--- src/rtl/idp_enc_seq_23.sv ---
// Greedy Zeckendorf encoder: binary word -> 23-bit FNS codeword, one bit per cycle, MSB first.
// Optional early finish when the residue reaches zero: define IDP_ENC_EARLY_DONE_EN.
module idp_enc_seq_23 #(
  parameter int CW = 23,
  parameter int DW = 17
) (
  input  logic          clk,
  input  logic          rst_n,
  input  logic          in_valid,
  output logic          in_ready,
  input  logic [DW-1:0] in_data,
  output logic          out_valid,
  input  logic          out_ready,
  output logic [CW-1:0] out_code,
  output logic          out_err
);

  localparam logic [DW-1:0] MAXV = DW'(75024);

  typedef enum logic [1:0] {
    IDLE,
    ENC,
    HOLD
  } state_t;

  state_t        state;
  logic [DW-1:0] residue;
  logic [4:0]    idx;
  logic [DW-1:0] w;
  logic          take;
  logic [DW-1:0] nres;
  logic          done;

  // W(k) = F(k+1), F(1)=1, F(2)=2
  function automatic logic [DW-1:0] wt(input logic [4:0] k);
    logic [31:0] a, b, t, r;
    a = 32'd1;
    b = 32'd2;
    r = 32'd0;
    for (int i = 0; i < CW; i++) begin
      if (k == 5'(i)) r = a;
      t = a + b;
      a = b;
      b = t;
    end
    return DW'(r);
  endfunction

  always_comb begin
    w    = wt(idx);
    take = (residue >= w);
    nres = take ? (residue - w) : residue;
`ifdef IDP_ENC_EARLY_DONE_EN
    done = (idx == 5'd0) || (nres == '0);
`else
    done = (idx == 5'd0);
`endif
  end

  always_ff @(posedge clk or negedge rst_n) begin
    if (!rst_n) begin
      state     <= IDLE;
      in_ready  <= 1'b0;
      out_valid <= 1'b0;
      out_code  <= '0;
      out_err   <= 1'b0;
      residue   <= '0;
      idx       <= 5'd0;
    end else begin
      unique case (state)
        IDLE: begin
          in_ready <= 1'b1;
          if (in_valid && in_ready) begin
            in_ready <= 1'b0;
            out_code <= '0;
            if (in_data > MAXV) begin
              // out_valid follows one cycle later
              out_err <= 1'b1;
              state   <= HOLD;
            end else begin
              out_err <= 1'b0;
              residue <= in_data;
              idx     <= 5'd22;
              state   <= ENC;
            end
          end
        end
        ENC: begin
          if (take) out_code <= out_code | (CW'(1) << idx);
          residue <= nres;
          if (idx != 5'd0) idx <= idx - 5'd1;
          if (done) begin
            state     <= HOLD;
            out_valid <= 1'b1;
          end
        end
        HOLD: begin
          if (!out_valid) begin
            out_valid <= 1'b1;
          end else if (out_ready) begin
            out_valid <= 1'b0;
            in_ready  <= 1'b1;
            state     <= IDLE;
          end
        end
        default: begin
          state    <= IDLE;
          in_ready <= 1'b0;
        end
      endcase
    end
  end

endmodule

--- config.mk ---
export PLATFORM = sky130hd
export DESIGN_NAME = idp_enc_seq_23
export DESIGN_NICKNAME = d
export VERILOG_FILES = /design/src/rtl/idp_enc_seq_23.sv
export SDC_FILE = /design/constraint.sdc
export NUM_CORES = 1
export LEC_CHECK = 0
export BUFFER_PORTS_ARGS = -buffer_cell sky130_fd_sc_hd__buf_2
export CELL_PAD_IN_SITES_DETAIL_PLACEMENT = 0
export CELL_PAD_IN_SITES_GLOBAL_PLACEMENT = 1
export CORE_MARGIN = 10
export CORE_UTILIZATION = 41
export CTS_BUF_LIST = sky130_fd_sc_hd__clkbuf_8 sky130_fd_sc_hd__clkbuf_16
export DETAILED_ROUTE_END_ITERATION = 7
export HOLD_SLACK_MARGIN = 0.08
export PLACE_DENSITY = 0.75
export SYNTH_ARGS = -nofsm -noshare
export SYNTH_HDL_FRONTEND = slang
export SYNTH_SLANG_ARGS = --single-unit
--- constraint.sdc ---
create_clock -name clk -period 5.1 [get_ports clk]
set_input_delay 0 -clock clk [delete_from_list [all_inputs] [get_ports clk]]
set_output_delay 0 -clock clk [all_outputs]
set_load 0.02 [all_outputs]
# After elaboration in Yosys (flattened, before gate mapping)
# Cells that the tools add are included.
[classes]
n_addsub = 2
muxes = 49
reduce_logical = 13
n_shift = 1
n_div = 0
bitwise = 2
order_cmp = 2
eq_ne = 31
mul = 0
[op_table]
columns = ["op", "n"]
rows = [
  ["$mux W17", 24],
  ["$mux W23", 2],
  ["$pmux W23 S2", 1],
  ["$eq A5 B4 Y1 const B", 8],
  ["$eq A5 B5 Y1 const B", 7],
  ["$pmux W17 S2", 1],
  ["$or A23 B23 Y23", 1],
  ["$shl A1 B5 Y23 const A", 1],
  ["$eq A5 B3 Y1 const B", 4],
  ["$ge A17 B17 Y1", 1],
  ["$gt A17 B17 Y1 const B", 1],
  ["$sub A17 B17 Y17", 1],
  ["$mux W5", 3],
  ["$ne A2 B2 Y1 const B", 7],
  ["$mux W2", 6],
  ["$reduce_and A4 Y1", 3],
  ["$eq A5 B2 Y1 const B", 2],
  ["$pmux W5 S2", 1],
  ["$mux W1", 8],
  ["$pmux W2 S3", 1],
  ["$reduce_and A3 Y1", 2],
  ["$eq A5 B1 Y1 const B", 1],
  ["$logic_not A5 Y1", 1],
  ["$reduce_bool A5 Y1", 1],
  ["other kinds (10)", 12],
]
[word_totals]
elab_cells = 107
mem_count = 0
reg_bits = 50
mem_bits_rw = 0
mem_bits_ro = 0
in_bits = 21
latchBits = 0
out_inout_bits = 26

# Depth between registers and ports, before layout
[logic_depth]
word_depth = 27
ltp_mapped = 19
depth_no_buf = 17

# Least setup slack after synthesis
# No wires, ideal clock.
[synth_timing]
path_type = "reg-to-reg"
startpoint = "register idx[0]"
endpoint = "register residue[10]"
path_buffers = 2
period_less_slack_ns = 3.548
path_slack_ns = 1.552
path_stages_with_launch = 19
t_required_ns = 4.969
setup_ns = 0.131
arrival_ns = 3.418
path_cell_list = "dfrtp_1 > inv_1 > ha_1 > buf_2 > nand3b_1 > a211oi_1 > o21ai_0 > o221ai_1 > a31oi_1 > nor2_1 > a21oi_1 > ha_1 > nand2_2 > a211oi_2 > o2111ai_2 > a211o_1 > a211oi_4 > buf_2 > a31oi_1"
[synth_between]
elab_chain_cells = 27
elab_cells_between_ends = 52
classes_between = "add/sub (1); order compare (1); eq/ne (23); mux (25); reduce/logical (2)"
[synth_rtl]
columns = ["item", "line", "source"]
rows = [
  ["from (decl)", "28", "logic [4:0] idx;"],
  ["from (signal assigned)", "91", "if (idx != 5'd0) idx <= idx - 5'd1;"],
  ["$logic_not A5 Y1", "41", "if (k == 5'(i)) r = a;"],
  ["$mux W1", "41", ""],
  ["$mux W2", "41", ""],
  ["$mux W17 (20 in series)", "41", ""],
  ["$mux W17 *", "41", ""],
  ["$sub A17 B17 Y17 or $ge A17 B17 Y1 (tied branches)", "52, 51", ""],
  ["$mux W17 or $ne A2 B2 Y1 (tied branches)", "-", ""],
  ["$pmux W17 S2 or $reduce_and A4 Y1 (tied branches)", "-", ""],
  ["to (signal assigned)", "82", "residue <= in_data;"],
  ["to (signal assigned)", "90", "residue <= nres;"],
  ["to (decl)", "27", "logic [DW-1:0] residue;"],
]
# Every way passes the cells marked *; elsewhere a longest branch is shown, timed or not. The select of a mux whose other input is x is not followed.
# A chain may end at the register's enable or synchronous reset.

# Worst setup path after layout
[layout_timing]
startpoint = "register idx[0]"
endpoint = "register out_code[7]"
[layout_between]
elab_chain_cells = 27
elab_cells_between_ends = 53
classes_between = "order compare (1); eq/ne (23); shift (1); mux (25); bitwise (1); reduce/logical (2)"
[layout_rtl]
columns = ["item", "line", "source"]
rows = [
  ["$logic_not A5 Y1", "41", ""],
  ["$mux W1", "41", ""],
  ["$mux W2", "41", ""],
  ["$mux W17 (21 in series)", "41", ""],
  ["$ge A17 B17 Y1", "51", "take = (residue >= w);"],
  ["$ne A2 B2 Y1 (no source line)", "-", ""],
  ["$reduce_and A3 Y1 (no source line)", "-", ""],
  ["to (signal assigned)", "89", "if (take) out_code <= out_code | (CW'(1) << idx);"],
  ["to (decl)", "14", "output logic [CW-1:0] out_code,"],
]
# Several ways; a longest one is shown, not always the timed one. The select of a mux whose other input is x is not followed.

==> metrics.csv <==
metric;value;unit
status;complete, no violations;
timing.rr.start;idx[0]$_DFFE_PN0P_;
dp_slack;684;ps
routed_via_density;5.88;
grt_usage;17.3;%
area_growth;15.8;%
postPlaceCellArea;0.00408;mm^2
yosysSeqAreaShare;33.1;%
r2r_setup_slack;610;ps
dieWidth;116;um
fin_skew;4.31;ps
coreArea;0.00885;mm^2
synthDistinctLibCells;58;
place_inst;616;
grt_pass1_vias;3663;
cts_tree;yes;
min_from;in_data[16];
fin_crit_sh;87.9;%
grt_max_degree;51;
fin_cells;642;
numCtsBuffers;5;
slew-limit-headroom;43.4;%
synth_area;0.00378;mm^2
dieArea;0.0135;mm^2
cpPeakStageDelay;480;ps
hold_class;in -> reg;
root_buffer;clkbuf_8;
worstPathRequired;5340;ps
io_buffers;46;
slowest_stage;ha_1;
diodes;0;
vias;3777;
fillerInstances;876;
drive_above_1_share;13.5;%
wl_per_cell;17.7;um
syn_nets;524;
initial_core_util;42.7;%
avgSynthCellArea;7.86;um^2
synth_warnings;0;
firstDrtPassIters;8;
placementRows;34;
grt_pass1_wl;19.0;mm
gp_congestion;0.857;
synth_edf_count;0;
routed_wl;11.4;mm
hold_viol;0;
cts.path.max_buffers;2;
clk_latency;310;ps
fin_setup_tns;0;ps
cts.sinks;50;
htree_levels;2;
worst_slew_pin_slew;848;ps
endpoint_kind;register;
rr_endpoint;out_code[7]$_DFFE_PN0P_;
maxSlewViolCount;0;
grt-ovfl-total;0;
cp.arrival;4730;ps
min_to;residue[16]$_DFFE_PN0P_;
min_period;4490;ps
setup_viol;0;
drtIter0Drc;422;
dp_hpwl;8.37;mm
fin_area;0.00438;mm^2
pin_count;47;
timing_worst_setup_path_type;reg -> reg;
drc;0;
netlist_instances;481;
synthArstFlopShare;100;%
fmax;223;MHz
die_h;116;um
antenna_left;0;
clk_pin_slew_worst_paths;100;ps
timing.max_cap.violations;0;
ys_seq_elements;50;
cp_cell_sequence;inv_1 -> ha_1 -> nor2b_1 -> nand2b_1 -> a21boi_0 -> o221ai_1 -> a31oi_1 -> nor2_1 -> a21oi_1 -> ha_1 -> nand2_2 -> a211oi_2 -> o2111ai_2 -> a211o_1 -> a211oi_4 -> buf_4 -> a41oi_1 -> nor2_1;
ff2ff_path_depth;18;
final_nets;576;
cts-resized-gates;0;
synth_ff_type;dfrtp_1;
rsz0062_at_grt;false;
start_kind;register;
layout_setup_ws;615;ps
critPathMaxFanout;23;
antenna_found_initial;0;
worst_hold_path.num_cells;4;
state kept, by name, indices dropped and copies added (netlist names):
| signal | cells |
|---|---|
| out_err | 1 |
| state | 2 |
| residue | 17 |
| idx | 5 |
| out_valid | 1 |
| out_code | 23 |
| in_ready | 1 |
Yosys cell counts, types with 4 or more instances:
cell	n	area share (%)
a211oi_1	4	0.79
nor3_1	8	1.1
inv_1	12	1.2
o22ai_1	6	0.99
nor2b_1	6	0.99
nand2_1	57	5.7
nand2b_1	12	2.0
nor2_1	65	6.5
a31oi_1	32	5.3
ha_1	21	6.9
o21a_1	4	0.79
a21o_1	4	0.79
and3_1	5	0.83
o211ai_1	6	1.2
a211o_1	4	0.93
clkbuf_1	18	1.8
nand3_1	5	0.66
and2_1	6	0.99
o21ai_0	36	4.8
dfrtp_1	50	33
xnor2_1	7	1.6
buf_2	5	0.66
mux2i_1	5	1.3
a21oi_1	51	6.8
per-layer routing:
layer | up-vias | part of all wire (%) | global-route usage [%] | wire, um
li1 | 1854 | - | - | -
met1 | 1786 | 45 | 23.2 | 5180
met2 | 116 | 47 | 28.1 | 5340
met3 | 21 | 5.6 | 3.46 | 643
met4 | 0 | 2.0 | 3.59 | 225
met5 | - | 0 | 0 | 0
logic make-up (layout without fill, tap and decap cells):
| group | after synthesis | after routing | share of synthesized area [%] |
|---|---|---|---|
| simple gates | 181 | 181 | 21.9 |
| compound gates | 172 | 172 | 29.0 |
| flops | 50 | 50 | 33.1 |
| buf+inv | 41 | 94 | 4.96 |
| fa+ha+maj | 22 | 22 | 7.48 |
| xor+xnor | 10 | 10 | 2.32 |
| mux | 5 | 5 | 1.32 |
cell usage in the layout (no fill, tap or decap), types with 10 or more instances in the layout:
master	instances
buf_2	46
nand2_1	57
dlygate4sd3_1	18
inv_1	12
nor2_1	65
dfrtp_1	50
a31oi_1	32
o21ai_0	36
a21oi_1	51
nand2b_1	12
buf_4	10
ha_1	21
worst max-delay path, delay by kind of cell (launching register included):
family,cells,cell delay (ps)
AOI/OAI and AO/OA,9,1840
and+or+nand+nor,5,780
buffers and inverters,2,430
DFF,1,440
adders and majority gates,2,890
final cells by class:
type                    count  area [um^2]  area share, %
clock buffers               5         68.8           1.57
clock inverters             3         43.8           1.00
inverters                  12         45.0           1.03
multi-input cells         390         2350           53.6
flip-flops and latches     50         1250           28.6
well taps                 108          135           3.09
repair buffers             74          485           11.1
worst max path at each step:
stage | from | to | cells past startpoint
5_1_grt | idx[0]$_DFFE_PN0P_ | out_code[7]$_DFFE_PN0P_ | 18
6_report | idx[0]$_DFFE_PN0P_ | out_code[7]$_DFFE_PN0P_ | 18
4_1_cts | idx[0]$_DFFE_PN0P_ | out_code[7]$_DFFE_PN0P_ | 18
3_5_place_dp | idx[0]$_DFFE_PN0P_ | out_code[8]$_DFFE_PN0P_ | 18
2_1_floorplan | idx[0]$_DFFE_PN0P_ | residue[10]$_DFFE_PN0P_ | 18
3_3_place_gp | idx[0]$_DFFE_PN0P_ | out_code[7]$_DFFE_PN0P_ | 18
what timing repair did:
item / CTS / global route
endpoints found under the hold margin: 68 / 0
hold buffers: 18 / 0
buffers inserted: 0 / 0
endpoints found under the setup margin: 0 / 0
metrics by stage:
step	hold WS, ps	utilization [%]
2_1_floorplan	-296	-
3_5_place_dp	167	46.2
6_report	185	49.5
4_1_cts	180	49.5
3_3_place_gp	152	46.2
5_1_grt	223	49.5
Power is not shown: default switching activity piles up to over one toggle a cycle in this logic, so the estimate is an artifact.
